<file path="config.mk">
export PLATFORM = sky130hd
export DESIGN_NAME = fetch_address_unit
export DESIGN_NICKNAME = d
export VERILOG_FILES = /design/src/rtl/fetch_address_unit.sv
export SDC_FILE = /design/constraint.sdc
export NUM_CORES = 1
export LEC_CHECK = 0
export ABC_CLOCK_PERIOD_IN_PS = 3790
export CAP_MARGIN = 20
export CORE_ASPECT_RATIO = 1.2
export CORE_UTILIZATION = 45
export CTS_CLUSTER_DIAMETER = 120
export DETAILED_ROUTE_END_ITERATION = 10
export GPL_ROUTABILITY_DRIVEN = 0
export HOLD_SLACK_MARGIN = 0.05
export MAX_ROUTING_LAYER = met4
export PLACE_DENSITY = 0.88
export SETUP_SLACK_MARGIN = 0.2
export SLEW_MARGIN = 20
export SYNTH_ARGS = -nofsm -noshare
export SYNTH_HDL_FRONTEND = slang
export SYNTH_SLANG_ARGS = --single-unit
</file>
<file path="constraint.sdc">
create_clock -name clock -period 3.79 [get_ports clock]
set_input_delay 1.137 -clock clock [delete_from_list [all_inputs] [get_ports clock]]
set_output_delay 1.137 -clock clock [all_outputs]
set_load 0.05 [all_outputs]
</file>
<file path="src/rtl/fetch_address_unit.sv">
// Fetch address unit: PC sequencing, jump flush, data-bus borrowing and halt.
// Optional jump-target alignment checking is enabled with macro PC_ALIGN_CHECK_EN.
module fetch_address_unit #(
    parameter logic [31:0] RESET_PC     = 32'h0000_0000,
    parameter int unsigned FLUSH_CYCLES = 2
) (
    input  logic        clock,
    input  logic        reset,
    input  logic        inc_pc,
    input  logic        jump,
    input  logic [31:0] jump_target,
    input  logic        data_access_req,
    input  logic [29:0] data_address,
    input  logic        halt,
    output logic [29:0] mem_address,
    output logic        insert_nop,
    output logic [31:0] pc,
    output logic        misaligned
);

    localparam int unsigned CNT_W = 3;

    localparam logic [1:0] RUN    = 2'd0;
    localparam logic [1:0] DATA   = 2'd1;
    localparam logic [1:0] FLUSH  = 2'd2;
    localparam logic [1:0] HALTED = 2'd3;

    logic [1:0]       r_state;
    logic [31:0]      r_pc;
    logic [CNT_W-1:0] r_cnt;

    logic [1:0]       w_state_nxt;
    logic [31:0]      w_pc_nxt;
    logic [CNT_W-1:0] w_cnt_nxt;
    logic             w_mis_set;
    logic             w_bad_target;

`ifdef PC_ALIGN_CHECK_EN
    assign w_bad_target = (jump_target[1:0] != 2'b00);
`else
    assign w_bad_target = 1'b0;
`endif

    // Next-state decode; priority is halt > jump > data_access_req > inc_pc.
    always_comb begin
        w_state_nxt = r_state;
        w_pc_nxt    = r_pc;
        w_cnt_nxt   = r_cnt;
        w_mis_set   = 1'b0;
        if (r_state != HALTED) begin
            if (halt) begin
                w_state_nxt = HALTED;
            end else if (jump) begin
                if (w_bad_target) begin
                    w_mis_set   = 1'b1;
                    w_state_nxt = HALTED;
                end else begin
                    w_pc_nxt    = {jump_target[31:2], 2'b00};
                    w_cnt_nxt   = CNT_W'(FLUSH_CYCLES);
                    w_state_nxt = FLUSH;
                end
            end else begin
                case (r_state)
                    RUN: begin
                        if (data_access_req) begin
                            w_state_nxt = DATA;
                        end else if (inc_pc) begin
                            w_pc_nxt = r_pc + 32'd4;
                        end
                    end
                    DATA: begin
                        if (!data_access_req) begin
                            w_state_nxt = RUN;
                        end
                    end
                    FLUSH: begin
                        // Pending data requests wait until the flush drains.
                        w_cnt_nxt = r_cnt - CNT_W'(1);
                        if (r_cnt <= CNT_W'(1)) begin
                            w_state_nxt = RUN;
                        end
                    end
                    default: begin
                        w_state_nxt = r_state;
                    end
                endcase
            end
        end
    end

    always_ff @(posedge clock or negedge reset) begin
        if (!reset) begin
            r_state <= RUN;
            r_pc    <= RESET_PC;
            r_cnt   <= '0;
        end else begin
            r_state <= w_state_nxt;
            r_pc    <= w_pc_nxt;
            r_cnt   <= w_cnt_nxt;
        end
    end

`ifdef PC_ALIGN_CHECK_EN
    logic r_misaligned;

    // Sticky until reset.
    always_ff @(posedge clock or negedge reset) begin
        if (!reset) begin
            r_misaligned <= 1'b0;
        end else if (w_mis_set) begin
            r_misaligned <= 1'b1;
        end
    end

    assign misaligned = r_misaligned;
`else
    logic w_unused_ok;
    assign w_unused_ok = &{1'b0, w_mis_set, jump_target[1:0]};
    assign misaligned  = 1'b0;
`endif

    assign pc          = r_pc;
    assign insert_nop  = (r_state != RUN);
    assign mem_address = (r_state == DATA) ? data_address : r_pc[31:2];

endmodule

</file>
Yosys cells after proc, flatten, opt, wreduce, memory -nomap -nowiden
Cells that the tools add are included.
{"block": "op_classes", "n_reduce_logical": 9, "eq_ne": 7, "muxes": 13, "n_addsub": 2, "bitwise_logic": 1, "order_cmp": 1}
{"operator": "32-bit two-way mux", "n": 4}
{"operator": "32-bit by 3-bit adder with 32-bit output (second input constant)", "n": 1}
{"operator": "30-bit two-way mux", "n": 1}
{"operator": "4-bit inequality test (second input constant)", "n": 3}
{"operator": "2-bit two-way mux", "n": 5}
{"operator": "5-bit AND reduction", "n": 2}
{"operator": "2-bit nonzero test", "n": 4}
{"operator": "3-bit two-way mux", "n": 2}
{"operator": "2-bit one-hot mux with 3 select lines", "n": 1}
{"operator": "5-bit nonzero test", "n": 1}
{"operator": "2-bit inequality test (second input constant)", "n": 2}
{"operator": "3-bit by 1-bit <= comparator with 1-bit output (second input constant)", "n": 1}
{"operator": "3-bit AND reduction", "n": 1}
{"operator": "3-bit by 1-bit subtractor with 3-bit output (second input constant)", "n": 1}
{"operator": "2-bit by 1-bit equality test with 1-bit output (second input constant)", "n": 1}
{"operator": "2-bit equality test (second input constant)", "n": 1}
{"operator": "2-bit zero test", "n": 1}
{"operator": "1-bit NOT", "n": 1}
{"block": "word_totals", "elab_cells": 36, "output_inout_bits": 64, "in_bits": 68, "register_bits": 37}

Logic depth before layout (Yosys ltp)
Gate-level depths: netlist (run 1).
{"block": "logic_depth", "ltp_word": 5, "depth_mapped": 9, "depth_no_buf": 7}

Worst setup path after synthesis (run 1)
OpenSTA, ideal clock, no wires.
{"block": "synth_path", "kind": "flip-flop to output port", "startpoint": "register r_state[1]", "endpoint": "output port mem_address[14]", "path_stages_with_launch": 6, "n_path_buf": 2, "arrival_time_ns": 2.088, "setup_slack_ns": 0.565, "required_time_ns": 2.653, "cell_sequence": "dfrtp_1 > inv_1 > ha_1 > clkbuf_1 > clkbuf_1 > o21ai_0"}
{"block": "synth_between", "elab_chain_cells": 2}
{"element": "from (decl)", "line_no": "28", "rtl": "logic [1:0] r_state;"}
{"element": "from (signal assigned)", "line_no": "97", "rtl": "r_state <= w_state_nxt;"}
{"element": "2-bit by 1-bit equality test with 1-bit output", "line_no": "124", "rtl": "assign mem_address = (r_state == DATA) ? data_address : r_pc[31:2];"}
{"element": "30-bit two-way mux", "line_no": "124"}
{"element": "to (decl)", "line_no": "15", "rtl": "output logic [29:0] mem_address,"}
No other way between the ends.

Worst setup path in the final report (run 1)
{"block": "layout_path", "startpoint": "input port data_address[16]", "endpoint": "output port mem_address[16]"}
{"block": "layout_between", "elab_chain_cells": 1}
{"element": "from (decl)", "line_no": "13", "rtl": "input logic [29:0] data_address,"}
{"element": "30-bit two-way mux", "line_no": "124"}
No other way between the ends.

==> results.py, run 1 <==
metrics = {
    "outcome": {
        "status": "complete, no violations",
    },
    "floorplan": {
        "start_util": 0.471,
        "die_area_sq_um": 6330,
        "core_sq_um": 5740,
        "rows": 30,
        "die_w_um": 72.8,
        "die_h_um": 87.0,
        "io_pins": 132,
    },
    "cts": {
        "cts_resized": 0,
        "cts_hold_buf": 0,
        "cts_setup_buffers": 0,
        "clock_latency_ns": 0.29,
        "cts_root_buf": "clkbuf_8",
        "clock_path_buffers": 2,
        "clock_sinks": 35,
        "cts_tree": "built",
        "htreeDepth": 2,
        "clk_pin_slew_ns": 0.07,
        "cts_made_buffers": 5,
    },
    "routing": {
        "ant_nets": 0,
        "first_pass_iters": 5,
        "vias": 3179,
        "vias_per_cell": 6.07,
        "wl_per_cell_um": 17.0,
        "drcViolationCount": 0,
        "drt-initial-drc-count": 333,
        "totalWireLength_mm": 8.93,
    },
    "power": {
        "swShare": 0.523,
        "power.net_switching_w": 0.00231,
        "p_leak_nw": 1.71,
        "p_int_w": 0.00210,
        "p_clk_frac": 0.071,
        "total_power_w": 0.00441,
        "worst_ir_drop_vdd_v": 0.000732,
        "combPwrFrac": 0.748,
        "pwr-share-seq": 0.182,
        "pwr_density_cell_nw_per_um2": 1000,
    },
    "critical_path": {
        "r2r_start": "pc[2]",
        "cpPeakStageDelay_ns": 0.48,
        "endpoint_kind": "output port",
        "cp_slowest_cell": "clkdlybuf4s50_1",
        "cp-start-kind": "primary input",
        "path_max_fanout": 1,
        "reg2reg_depth": 5,
        "cp.buffers_inverters": 2,
        "path_delay_family": "buffers and inverters",
        "cp_data_arrival_time_ns": 2.02,
        "path_cells": "clkdlybuf4s50_1 > nand2_1 > o21ai_0 > buf_12",
        "cp.required_ns": 2.65,
        "reg2reg_setup_slack_ns": 1.44,
        "cp-startpoint": "data_address[16]",
        "rr_endpoint": "pc[24]",
        "criticalPathCategory": "in2out",
    },
    "place": {
        "placed_area_sq_um": 4290,
        "pre_cts_slack_ns": 0.633,
        "io_buffers": 126,
        "post-dp-hpwl_mm": 6.40,
    },
    "synth": {
        "yosysWarnings": 0,
        "ys_ff_latch": 35,
        "synth.avg_cell_area_sq_um": 8.23,
        "synthDistinctLibCells": 49,
        "synthArstFlopShare": 1.00,
        "netlist_area_sq_um": 2710,
        "synth_ff_type": "dfrtp_1",
        "ys_seq_area_frac": 0.323,
        "syn_inst": 329,
        "synth-edff-count": 0,
    },
    "global_route": {
        "grt_usage": 0.295,
        "use_met2": 0.520,
        "met3_usage": 0.0579,
        "antenna_found_initial": 0,
        "busiest_layer": "met2",
        "grt_overflow_total": 0,
        "grt_max_degree": 44,
        "grt_pass1_wl_mm": 14.1,
        "grt_use_met1": 0.338,
        "grt_pass1_vias": 3027,
    },
    "layout": {
        "drive_gt1_frac": 0.176,
        "area_growth_pct": 62.2,
        "nNetsFinal": 517,
        "num_antenna_cells": 0,
        "final_area_sq_um": 4390,
    },
    "sta": {
        "period_needed_ns": 3.16,
        "setup_ws_ns": 0.631,
        "relSlewSlack": 0.463,
        "hold_viol_final": 0,
        "fmax_mhz": 317,
        "drv_slew": 0,
        "rsz0062_at_grt": "false",
        "finClkSkew_ns": 0.00426,
        "finalCritPeriodShare": 0.834,
        "tightest_slew_ns": 0.805,
        "setup-violations-final": 0,
        "fin_setup_tns_ns": 0,
    },
    "worst_hold_path": {
        "hold-path-endpoint": "pc[17]",
        "min_path_type": "reg2reg",
        "hold_path_startpoint": "pc[17]",
        "holdPathStages": 1,
    },
    "run": {
        "max-cap-violations": 0,
    },
}
per-stage QoR:
step                      hold slack (ns)  utilization  instances
after global placement              0.527        0.747        516
after floorplan                     0.504            -        331
after global routing                0.604        0.764        524
after CTS                           0.561        0.764        524
after detailed placement            0.539        0.747        516
final                               0.561        0.764        524
cells by family after synthesis:
| kind of cell | synth area share |
|---|---|
| AOI/OAI and AO/OA | 0.225 |
| adders and majority gates | 0.0277 |
| other | 0.00138 |
| DFF | 0.323 |
| muxes | 0.123 |
| buffers and inverters | 0.0670 |
| and+or+nand+nor | 0.233 |
state kept, by name, indices dropped and copies added, names as in the netlist:
signal and flops:
r_cnt 3, pc 30, r_state 2
layout by cell type (no fill, tap or decap), drive strengths merged, types with 4 or more instances in the layout:
cell / instances
nand2: 25
nor4: 9
clkbuf: 8
clkdlybuf4s50: 94
nor3: 15
buf: 39
dfrtp: 35
ha: 6
a21oi: 27
mux2: 26
mux2i: 4
a311oi: 6
nand3: 11
o2bb2ai: 4
nor2: 24
inv: 13
o21ai: 36
nand4: 10
and3: 5
power groups by stage:
| stage | registers, W | logic, W | clock network (W) |
|---|---|---|---|
| floorplan | 0.00121 | 0.00143 | 0 |
| global placement | 0.000785 | 0.00323 | 0 |
| detailed placement | 0.000796 | 0.00329 | 0 |
| CTS | 0.000792 | 0.00330 | 0.000308 |
| global route | 0.000825 | 0.00343 | 0.000328 |
| finish | 0.000800 | 0.00330 | 0.000312 |
cells in the mapped netlist, drive strengths merged, types with 2 or more instances:
cell type	instances	area share
a22oi	2	0.0055
buf	13	0.028
o21a	3	0.0083
o22ai	3	0.0069
a41oi	2	0.0065
a311oi	6	0.019
o22a	2	0.0065
and4b	2	0.0074
or4	3	0.0083
a31oi	3	0.0069
nor2	24	0.033
clkbuf	15	0.021
nor3b	2	0.0055
nand3	11	0.020
inv	13	0.018
o21ai	36	0.067
nor3	15	0.033
nand2	25	0.035
nand4	10	0.023
and2	2	0.0046
and3	5	0.012
ha	6	0.028
a21oi	27	0.050
o211ai	3	0.0083
dfrtp	35	0.32
o2bb2ai	4	0.013
and4	3	0.0097
a211oi	3	0.0083
or3	2	0.0046
mux2	26	0.11
nor4	9	0.029
mux2i	4	0.015
layout make-up:
type | count | area, sq um
fillers | 403 | 1350
inverters | 13 | 48.8
flip-flops and latches | 35 | 876
well taps | 80 | 100
repair buffers | 133 | 1600
multi-input cells | 255 | 1660
clock buffers | 8 | 100
routing by layer:
layer	routed length (um)	up-vias
met1	3360	1528
met2	4750	187
met5	0	-
li1	-	1453
met4	113	0
met3	703	11
worst max-delay path by stage:
stage	to	slack, ns	depth (start not counted)
2_1_floorplan	mem_address[14]	0.57	5
3_3_place_gp	mem_address[10]	0.68	3
3_5_place_dp	mem_address[16]	0.63	4
4_1_cts	mem_address[16]	0.63	4
5_1_grt	mem_address[16]	0.58	4
6_report	mem_address[16]	0.63	4
No activity file was read; power rests on OpenSTA's default activity.
==> run 2: changes to the inputs <==
Settings changed: ABC_CLOCK_PERIOD_IN_PS 3790 to 3100, CORE_UTILIZATION 45 to 41, PLACE_DENSITY 0.88 to 0.81.
Clock period 3.79 ns to 3.1 ns, I/O delays scaled along.
==> results.py, run 2 (synthesis gave the netlist of run 1 again) <==
metrics = {
    "cts": {
        "cts_hold_buf": 0,
        "clock_latency_ns": 0.29,
        "clock_sinks": 35,
        "cts_tree": "built",
        "cts_resized": 0,
        "cts_root_buf": "clkbuf_8",
        "clk_pin_slew_ns": 0.08,
        "clock_path_buffers": 2,
        "htreeDepth": 2,
        "cts_made_buffers": 5,
        "cts_setup_buffers": 0,
    },
    "outcome": {
        "status": "complete, no violations",
    },
    "floorplan": {
        "die_h_um": 91.0,
        "start_util": 0.423,
        "die_area_sq_um": 6930,
        "rows": 32,
        "io_pins": 132,
        "die_w_um": 76.2,
        "core_sq_um": 6410,
    },
    "place": {
        "post-dp-hpwl_mm": 6.36,
        "io_buffers": 126,
        "place_inst": 526,
    },
    "worst_hold_path": {
        "hold-path-endpoint": "r_cnt[1]",
        "holdPathStages": 2,
        "min_path_type": "reg2reg",
        "hold_path_startpoint": "r_cnt[1]",
    },
    "critical_path": {
        "reg2reg_setup_slack_ns": 0.72,
        "criticalPathCategory": "reg2out",
        "endpoint_kind": "output port",
        "cp-start-kind": "flip-flop",
        "reg2reg_depth": 5,
        "cp-startpoint": "r_state[0]",
        "path_max_fanout": 4,
        "cp.required_ns": 2.17,
        "cp_data_arrival_time_ns": 1.89,
        "rr_endpoint": "pc[24]",
        "r2r_start": "pc[2]",
    },
    "layout": {
        "fin_cells": 534,
        "layout_common_cells": "clkdlybuf4s50_1, dfrtp_1, o21ai_0",
        "seqCellArea_sq_um": 876,
        "num_antenna_cells": 0,
        "drive_gt1_frac": 0.189,
        "largest_reg_flops": 30,
        "fill_cells": 525,
        "final_common_cell": "clkdlybuf4s50_1",
        "nNetsFinal": 522,
        "multi_input_area_sq_um": 1660,
        "area_growth_pct": 64.5,
    },
    "routing": {
        "drcViolationCount": 0,
        "totalWireLength_mm": 8.56,
        "ant_nets": 0,
        "vias_per_cell": 5.87,
        "wl_per_cell_um": 16.0,
        "drt-initial-drc-count": 242,
        "first_pass_iters": 5,
        "vias": 3137,
    },
    "sta": {
        "period_needed_ns": 2.82,
        "finClkSkew_ns": 0.00686,
        "rsz0062_at_grt": "false",
        "setup-violations-final": 0,
        "finalCritPeriodShare": 0.911,
        "drv_slew": 0,
        "relSlewSlack": 0.460,
        "fmax_mhz": 354,
        "fin_setup_tns_ns": 0,
        "hold_viol_final": 0,
        "tightest_slew_ns": 0.809,
    },
    "power": {
        "pwr_density_cell_nw_per_um2": 1220,
        "p_leak_nw": 1.74,
        "worst_ir_drop_vdd_v": 0.000843,
    },
    "global_route": {
        "grt_usage": 0.265,
        "grt_max_degree": 36,
        "grt_pass1_vias": 3101,
        "antenna_found_initial": 0,
        "grt_pass1_wl_mm": 14.6,
        "grt_overflow_total": 0,
    },
    "run": {
        "max-cap-violations": 0,
    },
}
[run 2: cell types whose count changed in the layout (fill, tap and decap cells not counted)]
cell,change
clkbuf_8,-1
ha_1,-1
clkbuf_1,-1
ha_2,+1
bufinv_16,+1
buf_4,+5
clkinv_2,+1
[run 2: power by group]
part | leakage [nW] | internal, W | switching [W]
Clock | 0.0612 | 0.000260 | 0.000177
Sequential | 0.402 | 0.000654 | 0.000321
Combinational | 1.28 | 0.00172 | 0.00230
[run 2: area by class of cell]
class,instances,share of cell area
clock buffers,6,0.0185
inverters,13,0.0110
multi-input cells,255,0.374
flip-flops and latches,35,0.197
repair buffers,138,0.369
well taps,85,0.0239
clock inverters,2,0.00787
[run 2: layer usage]
metal / vias to the layer above / wire length, um / GRT usage / share of wire
li1: 1461 / - / - / -
met4: 0 / 215 / 0.101 / 0.025
met3: 21 / 621 / 0.0392 / 0.073
met5: - / 0 / - / 0
met2: 169 / 4310 / 0.446 / 0.50
met1: 1486 / 3420 / 0.321 / 0.40
[run 2: metrics by stage]
stage / area, sq um / utilization / hold WS, ns / power, W / setup slack, ns
after detailed placement: 4340 / 0.677 / 0.538 / 0.00500 / 0.277
after floorplan: 2720 / - / 0.504 / 0.00323 / 0.0821
after CTS: 4450 / 0.695 / 0.549 / 0.00545 / 0.271
final: 4450 / 0.695 / 0.546 / 0.00543 / 0.277
after global routing: 4450 / 0.695 / 0.587 / 0.00568 / 0.211
after global placement: 4340 / 0.677 / 0.524 / 0.00492 / 0.348
[run 2: how the worst max path moves through the flow]
stage | end | slack [ns] | cells after the start
global placement | pc[11] | 0.35 | 6
CTS | insert_nop | 0.27 | 4
global route | insert_nop | 0.21 | 4
finish | insert_nop | 0.28 | 4
floorplan | mem_address[14] | 0.08 | 5
detailed placement | pc[16] | 0.28 | 6
[run 2: worst max-delay path: stages (launching register included)]
cell and delay, ns:
dfrtp_1 0.41, inv_1 0.08, ha_1 0.22, inv_1 0.08, clkdlybuf4s50_1 0.81
